--- config.mk ---
export PLATFORM = sky130hd
export DESIGN_NAME = gate_settle_sequencer
export DESIGN_NICKNAME = d
export VERILOG_FILES = /design/src/rtl/gate_seq_pkg.sv /design/src/rtl/settle_timer.sv /design/src/rtl/gate_settle_sequencer.sv
export SDC_FILE = /design/constraint.sdc
export NUM_CORES = 1
export LEC_CHECK = 0
export BUFFER_PORTS_ARGS = -buffer_cell sky130_fd_sc_hd__buf_2
export CAP_MARGIN = 10
export CORE_MARGIN = 3
export CORE_UTILIZATION = 52
export CTS_CLUSTER_SIZE = 28
export DETAILED_ROUTE_END_ITERATION = 16
export PLACE_DENSITY_LB_ADDON = 0.05
export SYNTH_ARGS = -nofsm -noshare
export SYNTH_HDL_FRONTEND = slang
export SYNTH_SLANG_ARGS = --single-unit
export TNS_END_PERCENT = 10
--- constraint.sdc ---
create_clock -name clk -period 2.15 [get_ports clk]
set_input_delay 0.3225 -clock clk [delete_from_list [all_inputs] [get_ports clk]]
set_output_delay 0.3225 -clock clk [all_outputs]
set_load 0.02 [all_outputs]
--- src/rtl/gate_seq_pkg.sv ---
// Shared types and sizes for the gate-level truth-table sweep sequencer.
package gate_seq_pkg;

  typedef enum logic [1:0] {
    IDLE   = 2'd0,
    SETTLE = 2'd1,
    SAMPLE = 2'd2,
    DONE   = 2'd3
  } state_e;

  localparam int NUM_VECTORS = 4;
  localparam int VEC_W       = 2;

endpackage

--- src/rtl/settle_timer.sv ---
// Up-counter that flags the last cycle of a programmable settle window.
module settle_timer #(
  parameter int SETTLE_CYCLES = 12,
  parameter int CNT_W         = 8
) (
  input  logic clk,
  input  logic rst_n,
  input  logic clr,
  input  logic en,
  output logic expire
);

  logic [CNT_W-1:0] cnt_q;

  always_ff @(posedge clk or negedge rst_n) begin
    if (!rst_n)    cnt_q <= '0;
    else if (clr)  cnt_q <= '0;
    else if (en)   cnt_q <= cnt_q + 1'b1;
  end

  assign expire = en && (cnt_q == CNT_W'(SETTLE_CYCLES - 1));

endmodule

--- src/rtl/gate_settle_sequencer.sv ---
// Drives the four {in2,in1} vectors into the cell, samples each after a settle
// window and reports the captured truth table against an expected mask.
//
// state  | meaning
// IDLE   | waiting for start; results of the last sweep held
// SETTLE | vector driven, waiting for the cell to settle
// SAMPLE | one cycle; cell output captured at its closing edge
// DONE   | one cycle; done pulse, results valid
module gate_settle_sequencer
  import gate_seq_pkg::*;
#(
  parameter int         SETTLE_CYCLES = 12,
  parameter int         CNT_W         = 8,
  parameter logic [3:0] EXPECTED      = 4'hF
) (
  input  logic       clk,
  input  logic       rst_n,
  input  logic       start,
  input  logic       abort,
  input  logic       cell_out1,
  output logic       drv_in1,
  output logic       drv_in2,
  output logic       busy,
  output logic       done,
  output logic       valid,
  output logic [3:0] truth,
  output logic       pass,
  output logic [3:0] mismatch
);

  state_e           state_q, state_d;
  logic [VEC_W-1:0] idx_q, idx_d;
  logic [VEC_W-1:0] drv_q, drv_d;
  logic             busy_q, busy_d;
  logic             done_q, done_d;
  logic             valid_q, valid_d;
  logic [3:0]       truth_q, truth_d;
  logic             pass_q, pass_d;
  logic [3:0]       mismatch_q, mismatch_d;
  logic             timer_clr, timer_en, expire;

  settle_timer #(
    .SETTLE_CYCLES(SETTLE_CYCLES),
    .CNT_W        (CNT_W)
  ) u_timer (
    .clk   (clk),
    .rst_n (rst_n),
    .clr   (timer_clr),
    .en    (timer_en),
    .expire(expire)
  );

  always_comb begin
    state_d    = state_q;
    idx_d      = idx_q;
    drv_d      = drv_q;
    busy_d     = busy_q;
    done_d     = 1'b0;
    valid_d    = valid_q;
    truth_d    = truth_q;
    pass_d     = pass_q;
    mismatch_d = mismatch_q;
    timer_clr  = 1'b0;
    timer_en   = (state_q == SETTLE);

    unique case (state_q)
      IDLE: begin
        if (start && !abort) begin
          state_d   = SETTLE;
          idx_d     = '0;
          drv_d     = '0;
          busy_d    = 1'b1;
          valid_d   = 1'b0;
          truth_d   = '0;
          timer_clr = 1'b1;
        end
      end
      SETTLE: begin
        if (abort) begin
          state_d = IDLE;
          drv_d   = '0;
          busy_d  = 1'b0;
          valid_d = 1'b0;
        end else if (expire) begin
          state_d = SAMPLE;
        end
      end
      SAMPLE: begin
        if (abort) begin
          state_d = IDLE;
          drv_d   = '0;
          busy_d  = 1'b0;
          valid_d = 1'b0;
        end else begin
          truth_d[idx_q] = cell_out1;
          if (idx_q != VEC_W'(NUM_VECTORS - 1)) begin
            idx_d     = idx_q + 1'b1;
            drv_d     = idx_q + 1'b1;
            state_d   = SETTLE;
            timer_clr = 1'b1;
          end else begin
            // results are registered on the same edge that captures the last bit
            state_d    = DONE;
            drv_d      = '0;
            busy_d     = 1'b0;
            done_d     = 1'b1;
            valid_d    = 1'b1;
            pass_d     = (truth_d == EXPECTED);
            mismatch_d = truth_d ^ EXPECTED;
          end
        end
      end
      DONE: begin
        state_d = IDLE;
      end
      default: begin
        state_d = IDLE;
      end
    endcase
  end

  always_ff @(posedge clk or negedge rst_n) begin
    if (!rst_n) begin
      state_q    <= IDLE;
      idx_q      <= '0;
      drv_q      <= '0;
      busy_q     <= 1'b0;
      done_q     <= 1'b0;
      valid_q    <= 1'b0;
      truth_q    <= '0;
      pass_q     <= 1'b0;
      mismatch_q <= '0;
    end else begin
      state_q    <= state_d;
      idx_q      <= idx_d;
      drv_q      <= drv_d;
      busy_q     <= busy_d;
      done_q     <= done_d;
      valid_q    <= valid_d;
      truth_q    <= truth_d;
      pass_q     <= pass_d;
      mismatch_q <= mismatch_d;
    end
  end

  assign drv_in1  = drv_q[0];
  assign drv_in2  = drv_q[1];
  assign busy     = busy_q;
  assign done     = done_q;
  assign valid    = valid_q;
  assign truth    = truth_q;
  assign pass     = pass_q;
  assign mismatch = mismatch_q;

endmodule

; ---- Yosys cells after proc, flatten, opt, wreduce, memory -nomap -nowiden
; Index checks and enable logic that the tools add are counted.
[totals]
reg_bits = 26
input_bits = 5
out_inout_bits = 14
word_cells = 81
[op_classes]
addsub = 2
n_lt_le_gt_ge = 2
eq_ne = 12
n_mux = 38
n_bitwise = 3
n_reduce_logical = 14
[ops]
columns = operator, count
row1 = 2-to-1 mux 2 bit, 11
row2 = 2-to-1 mux 8 bit, 2
row3 = 2-to-1 mux 1 bit, 14
row4 = inequality test 2 bit (second input constant), 5
row5 = AND reduction 3 bit, 3
row6 = adder 8 x 1 -> 8 bit (second input constant), 1
row7 = equality test 8 x 4 -> 1 bit (second input constant), 1
row8 = 2-to-1 mux 4 bit, 2
row9 = case mux 2 bit (4 select lines), 1
row10 = case mux 4 bit (2 select lines), 1
row11 = AND reduction 4 bit, 2
row12 = inequality test 3 bit (second input constant), 2
row13 = case mux 1 bit (3 select lines), 2
row14 = case mux 2 bit (3 select lines), 1
row15 = bitwise mux 4 bit, 1
row16 = equality test 2 bit (second input constant), 2
row17 = equality test 4 bit (second input constant), 1
row18 = inverter 4 bit, 1
row19 = case mux 2 bit (2 select lines), 1
row20 = nonzero test 2 bit, 2
row21 = logical AND 1 bit, 3
row22 = < comparator 2 x 3 -> 1 bit (second input constant), 1
row23 = nonzero test 3 bit, 1
row24 = adder 2 x 1 -> 2 bit (second input constant), 1
row25 = 8 further kinds, 9

; ---- Logic depth before layout (Yosys ltp)
; Gate-level depths: netlist of the first run.
[logic_depth]
ltp_word = 7
ltp_mapped = 7
mapped_depth_nobuf = 6

; ---- Cells and area by module
; Synthesis of the first run repeated with hierarchy kept, for this count alone.
[hier_totals]
cells_unflattened = 143
area_unflattened_um2 = 1512.7
[modules_own_cells]
columns = mod, instances, cells_each, area_per_inst_um2, seq_area_each_um2
row1 = gate_settle_sequencer, 1, 100, 1083.5, 450.4
row2 = settle_timer, 1, 43, 429.2, 200.2

; ---- Least setup slack after synthesis of the first run
; OpenSTA, ideal clock, no wires.
[synth_timing]
kind = register to register
start = register state_q[1]
end = register drv_q[0]
setup_time_ns = 0.125
arrival_time_ns = 1.522
required_time_ns = 2.025
path_slack_ns = 0.503
stages_incl_launch_ff = 7
n_path_buf = 1
period_less_slack_ns = 1.647
path_cell_list = dfrtp_1 -> inv_1 -> ha_1 -> buf_6 -> and2b_4 -> a211oi_4 -> mux2_4
[synth_via]
elab_chain_len = 3
elab_cells_between_ends = 8
classes_between = eq/ne: 4 / mux: 1 / reduce/logical: 3
[synth_rtl]
columns = element, line
row1 = from (decl), gate_settle_sequencer.sv:31  ; state_e state_q, state_d;
row2 = from (signal assigned), gate_settle_sequencer.sv:134  ; state_q <= state_d;
row3 = "equality test 2 x 1 -> 1 bit, or another cell as far along", gate_settle_sequencer.sv:66  ; unique case (state_q)
row4 = inequality test 2 bit (no source line) or nonzero test 3 bit (tied branches), n/a
row5 = AND reduction 3 bit (no source line), n/a
row6 = to (signal assigned), gate_settle_sequencer.sv:136  ; drv_q <= drv_d;
row7 = to (decl), gate_settle_sequencer.sv:33  ; logic [VEC_W-1:0] drv_q, drv_d;
; Parallel ways exist; a longest one is shown, timed or not.
; A chain may end at the register's enable or synchronous reset.

; ---- Final worst setup path of the first run
[layout_timing]
start = register state_q[0]
end = register idx_q[1]
[layout_via]
elab_chain_len = 3
elab_cells_between_ends = 8
classes_between = eq/ne: 4 / mux: 1 / reduce/logical: 3
[layout_rtl]
columns = element, line
row1 = equality test 2 bit or zero test 2 bit (tied branches), gate_settle_sequencer.sv:66
row2 = inequality test 2 bit (no source line) or nonzero test 2 bit (tied branches), n/a
row3 = AND reduction 4 bit (no source line), n/a
row4 = to (signal assigned), gate_settle_sequencer.sv:135  ; idx_q <= idx_d;
row5 = to (decl), gate_settle_sequencer.sv:32  ; logic [VEC_W-1:0] idx_q, idx_d;
; Parallel ways exist; a longest one is shown, timed or not.

==> flow_metrics.tcl, run 1 <==
set metrics [dict create \
    outcome "finished clean" \
    ys_warn_count 0 \
    ctsResizeCount 0 \
    holdPathStages 3 \
    cpMaxStageDelayCell "dfrtp_1" \
    critPathMaxStageDelay_ps 420 \
    hold_buffers 1 \
    synthArstFlopShare 1.000 \
    antenna_cells 0 \
    fill_cells 250 \
    antenna_found_initial 0 \
    rows 19 \
    rsz0062_at_grt "false" \
    firstDrtPassIters 4 \
    synth_compound_area_frac 0.1959 \
    timing.final.crit_period_ps 1858 \
    cts_tree "done" \
    dp_cells 198 \
    multi_input_area_um2 829.5 \
    fin_cells 203 \
    cts_buffers 3 \
    synth_edf_count 0 \
    synth_ff_type "dfrtp_1" \
    cts.sinks 26 \
    path_clk_slew_ps 140 \
    cap_violations 0 \
    drt_iter0_markers 54 \
    syn_to_final_growth_pct 9.156 \
    seqCellArea_um2 650.6 \
    yosysMostFrequentCell "dfrtp_1" \
    grt_pass1_wl_mm 5.313 \
    hold_class "input pin to flip-flop" \
    r2r-end "idx_q[1]" \
    slew_headroom 0.6154 \
    hold_end "pass" \
    drive_gt1_frac 0.2151 \
    htreeDepth 1 \
    tightest_slew_ps 576.9 \
    hold_path_startpoint "cell_out1" \
    fin_util 0.6064 \
    r2r_setup_slack_ps 290 \
    synth_xor_area_frac 0.02229 \
    die_h_um 60.98 \
    clockBufferDepth 2 \
    syn_nets 168 \
    worstPathMaxFanout 12 \
    cts_setup_buffers 0 \
    track_usage 0.1905 \
    vias 1171 \
    ys_types 49 \
    io_buffers 18 \
    detail-route-antenna-nets 0 \
    crit_chain "inv_1 > ha_1 > nor2b_1 > or3_1 > a22o_1" \
    synthMuxAreaShare 0.03185 \
    clkLatencyLatePin_ps 320 \
    slew_viol_final 0 \
    finalHoldViolations 0 \
    p_per_area_nw_per_um2 722.2 \
    yosys.area_share.simple 0.1982 \
    netlist_area_um2 1572 \
    p_leak_nw 0.8398 \
    routed_wl_mm 2.916 \
    place_congestion 0.8633 \
    viasPerCell 5.768 \
    syn_avg_cell_area_um2 10.27 \
    cp_data_required_time_ps 2380 \
    vdd_drop_max_v 0.0004784 \
    ys_seq_area_frac 0.4140 \
    drc 0 \
    nNetsFinal 188 \
    setup_viol 0 \
    synth_top_cell_area_share 0.4140 \
    worstSetupPathType "flip-flop to flip-flop" \
    critPathLaunchType "flip-flop" \
    synth_top_family_by_area "simple AND/OR/NAND/NOR gates" \
    finalCritPeriodShare 0.8643 \
    wl_per_cell_um 14.36 \
    syn_inst 153 \
    cts_root_buf "clkbuf_4" \
    critical_path_arrival_ps 2090 \
    ys_seq_elements 26 \
    overflow 0 \
    die_x_um 60.98 \
    dpl.hpwl_mm 2.169 \
    cp-end-kind "flip-flop" \
    io_pins 19 \
    fin_skew_ps 3.024 \
    totalNegativeSetupSlack_ps 0 \
    clock.fmax_ghz 0.5381 \
    yosysTopAreaCell "dfrtp_1" \
    core_area_um2 2829 \
    grt_max_degree 27 \
    synth_common_cells "dfrtp_1, nand2_1, inv_1, ha_1, nor2_1" \
    synth_fa_ha_area_frac 0.07962 \
    holdWs_ps 376.1 \
    initial_core_util 0.5555 \
    power_mw 1.239 \
    synthTopCellsByArea "dfrtp_1, ha_1, nand2_1" \
    reg2regPathDepth 5 \
    grt_pass1_vias 1141 \
    dieArea_um2 3718 \
    reg2reg_from "state_q[0]" \
]
cell usage in the layout (no fill, tap or decap), types with 2 or more instances in the layout:
| master | instances |
|---|---|
| dfrtp_1 | 26 |
| buf_2 | 18 |
| nand2_1 | 17 |
| inv_1 | 11 |
| ha_1 | 10 |
| nor2_1 | 9 |
| a21o_1 | 6 |
| nor2b_1 | 5 |
| or3_1 | 4 |
| o221ai_1 | 4 |
| a211oi_1 | 4 |
| nor3_1 | 3 |
| o21ai_0 | 3 |
| a21oi_1 | 3 |
| xor2_1 | 3 |
| clkbuf_4 | 3 |
| nand3b_1 | 2 |
| nand2b_1 | 2 |
| mux2i_1 | 2 |
| a22o_1 | 2 |
| mux2_4 | 2 |
| o22ai_1 | 2 |
| nand4_1 | 2 |
| buf_4 | 2 |
stage by stage:
| stage | setup WS, ps | cell area, um2 |
|---|---|---|
| after floorplan | 502.9 | 1572 |
| after global placement | 365.4 | 1669 |
| after detailed placement | 307.7 | 1669 |
| after CTS | 276.3 | 1715 |
| after global routing | 86.32 | 1715 |
| final | 291.7 | 1715 |
critical path, delay by kind of cell (launching register included):
family | cells | cell delay (ps)
simple gates | 2 | 630
flops | 1 | 420
fa+ha+maj | 1 | 380
compound gates | 1 | 240
buf+inv | 1 | 90
power by group:
part	total (mW)	switching [mW]	leakage, nW	internal, mW
sequential	0.589	0.0508	0.355	0.539
combinational	0.402	0.227	0.464	0.175
clock	0.247	0.143	0.0210	0.104
registers in the layout, summed over array words and instances, names as in the netlist:
name / count
u_timer.cnt_q: 8
mismatch: 4
truth: 4
drv_q: 2
idx_q: 2
state_q: 2
busy: 1
done: 1
pass: 1
valid: 1
cell families (layout without fill, tap and decap cells):
family                   after synthesis  in the layout
AND/OR/NAND/NOR                       56             56
adder cells (fa/ha/maj)               10             10
XOR/XNOR                               4              4
multiplexers                           4              4
AO/OA/AOI/OAI                         35             35
flip-flops                            26             26
buffers and inverters                 18             37
how the worst max path moves through the flow:
| stage | start | to | slack, ps | cells past startpoint |
|---|---|---|---|---|
| 4_1_cts | state_q[0] | truth[2] | 280 | 5 |
| 3_5_place_dp | state_q[0] | truth[2] | 310 | 5 |
| 5_1_grt | state_q[1] | truth[2] | 90 | 5 |
| 6_report | state_q[0] | idx_q[1] | 290 | 5 |
| 3_3_place_gp | state_q[0] | mismatch[2] | 370 | 5 |
| 2_1_floorplan | state_q[1] | drv_q[0] | 500 | 6 |
layout make-up:
type	count	share of cell area
clock buffers	4	0.02115
inverters	12	0.02626
multi-input cells	109	0.4836
flip-flops and latches	26	0.3793
well taps	31	0.02261
repair buffers	21	0.06710
per-layer routing:
metal | part of all wire | track usage
met2 | 0.46 | 0.3053
met4 | 0.010 | 0.05882
met5 | 0 | 0
met3 | 0.034 | 0.03191
met1 | 0.50 | 0.2632
Power figures use the tool's default switching activity.
==> run 2, diff against run 1 <==
- PLACE_DENSITY_LB_ADDON: 0.05 -> 0.25
==> flow_metrics.tcl, run 2 (synthesized netlist as in run 1, its figures left out) <==
set metrics [dict create \
    rsz0062_at_grt "false" \
    finalCritPeriodShare 0.8673 \
    drive_gt1_frac 0.2151 \
    dieArea_um2 3718 \
    regMostFlops "u_timer.cnt_q" \
    reg2regPathDepth 5 \
    p_per_area_nw_per_um2 720.5 \
    multi_input_area_um2 829.5 \
    track_usage 0.1884 \
    finalHoldViolations 0 \
    wl_per_cell_um 14.70 \
    antenna_found_initial 0 \
    antenna_cells 0 \
    totalNegativeSetupSlack_ps 0 \
    fin_skew_ps 7.374 \
    die_x_um 60.98 \
    timing.final.crit_period_ps 1865 \
    fin_ws_ps 285.3 \
    fin_util 0.6064 \
    post-place-ws_ps 285.0 \
    grt_max_degree 27 \
    critPathLaunchType "flip-flop" \
    final_cell_mix "dfrtp_1, buf_2, nand2_1, inv_1, ha_1" \
    firstDrtPassIters 4 \
    clock.fmax_ghz 0.5363 \
    cts.sinks 26 \
    seqCellArea_um2 650.6 \
    rows 19 \
    final_common_cell "dfrtp_1" \
    power_frac_seq 0.477 \
    detail-route-antenna-nets 0 \
    critical_path_arrival_ps 2050 \
    syn_to_final_growth_pct 9.156 \
    worstSetupPathType "flip-flop to flip-flop" \
    cts_setup_buffers 0 \
    routed_wl_mm 2.984 \
    htreeDepth 1 \
    cp_data_required_time_ps 2340 \
    fill_cells 248 \
    vdd_drop_max_v 0.0004554 \
    initial_core_util 0.5555 \
    dpl.hpwl_mm 2.215 \
    cts_tree "done" \
    cts_root_buf "clkbuf_4" \
    place_congestion 0.8804 \
    p_switching_uw 418.8 \
    path_clk_slew_ps 140 \
    swShare 0.3388 \
    viasPerCell 5.783 \
    holdPathStages 3 \
    die_h_um 60.98 \
    io_buffers 18 \
    nNetsFinal 188 \
    cap_violations 0 \
    clockBufferDepth 2 \
    vias 1174 \
    drc 0 \
    cp-end-kind "flip-flop" \
    slew_viol_final 0 \
    worstPathMaxFanout 12 \
    cts_buffers 3 \
    largest_reg_flops 8 \
    hold_class "input pin to flip-flop" \
    clkLatencyLatePin_ps 310 \
    p_int_uw 817.2 \
    setup_viol 0 \
    drt_iter0_markers 42 \
    grt_pass1_vias 1161 \
    core_area_um2 2829 \
    outcome "finished clean" \
    tightest_slew_ps 593.4 \
    slew_headroom 0.6044 \
    fin_cells 203 \
    pwr-share-comb 0.325 \
    io_pins 19 \
    grt_pass1_wl_mm 5.299 \
    p_leak_nw 0.8398 \
    clockPowerShare 0.198 \
    holdWs_ps 378.6 \
    overflow 0 \
    dp_cells 198 \
]
## run 2: cell counts in the layout (fill, tap and decap cells not counted)
Identical to the previous run, type by type.
## run 2: per-stage QoR
step                instance area (um2)  power [mW]
finish                             1715       1.236
global route                       1715       1.321
CTS                                1715       1.256
detailed placement                 1669       1.006
global placement                   1669      0.9834
floorplan                          1572      0.9233
## run 2: final timing paths
check / slack, ps / start / to
hold reg to reg: 490 / mismatch[0] / mismatch[0]
hold / removal: 380 / cell_out1 / pass
max in group asynchronous: 1240 / rst_n / busy
setup reg to reg: 290 / state_q[0] / truth[3]
setup / recovery: 290 / state_q[0] / truth[3]
min in group asynchronous: 520 / rst_n / mismatch[2]
## run 2: cell type report
class / count / area share
multi-input cells: 109 / 0.4836
flip-flops and latches: 26 / 0.3793
repair buffers: 21 / 0.06710
clock buffers: 4 / 0.02115
well taps: 31 / 0.02261
inverters: 12 / 0.02626
## run 2: layer usage
metal  vias to the layer above  part of all wire  GRT usage
met2                        29              0.46     0.3099
met5                         -                 0          0
met4                         0            0.0044    0.04954
met1                       558              0.50     0.2590
met3                         2             0.035    0.02979
li1                        585                 -          -
## run 2: what timing repair did
action / in CTS / in global routing
endpoints found under the hold margin: 12 / 0
gates resized for setup: 0 / 0
hold buffers: 1 / 0
## run 2: power groups by stage
stage / Clock, mW / Combinational (mW) / Sequential [mW]
floorplan: 0 / 0.322 / 0.601
global placement: 0 / 0.389 / 0.595
detailed placement: 0 / 0.407 / 0.599
CTS: 0.258 / 0.409 / 0.590
global route: 0.277 / 0.446 / 0.598
finish: 0.245 / 0.402 / 0.589
## run 2: worst max-delay path: stages, from the launching register on
cell      delay [ps]
dfrtp_1          420
inv_1            100
ha_1             370
nor2b_1          250
nor3_1           420
o221ai_1         180
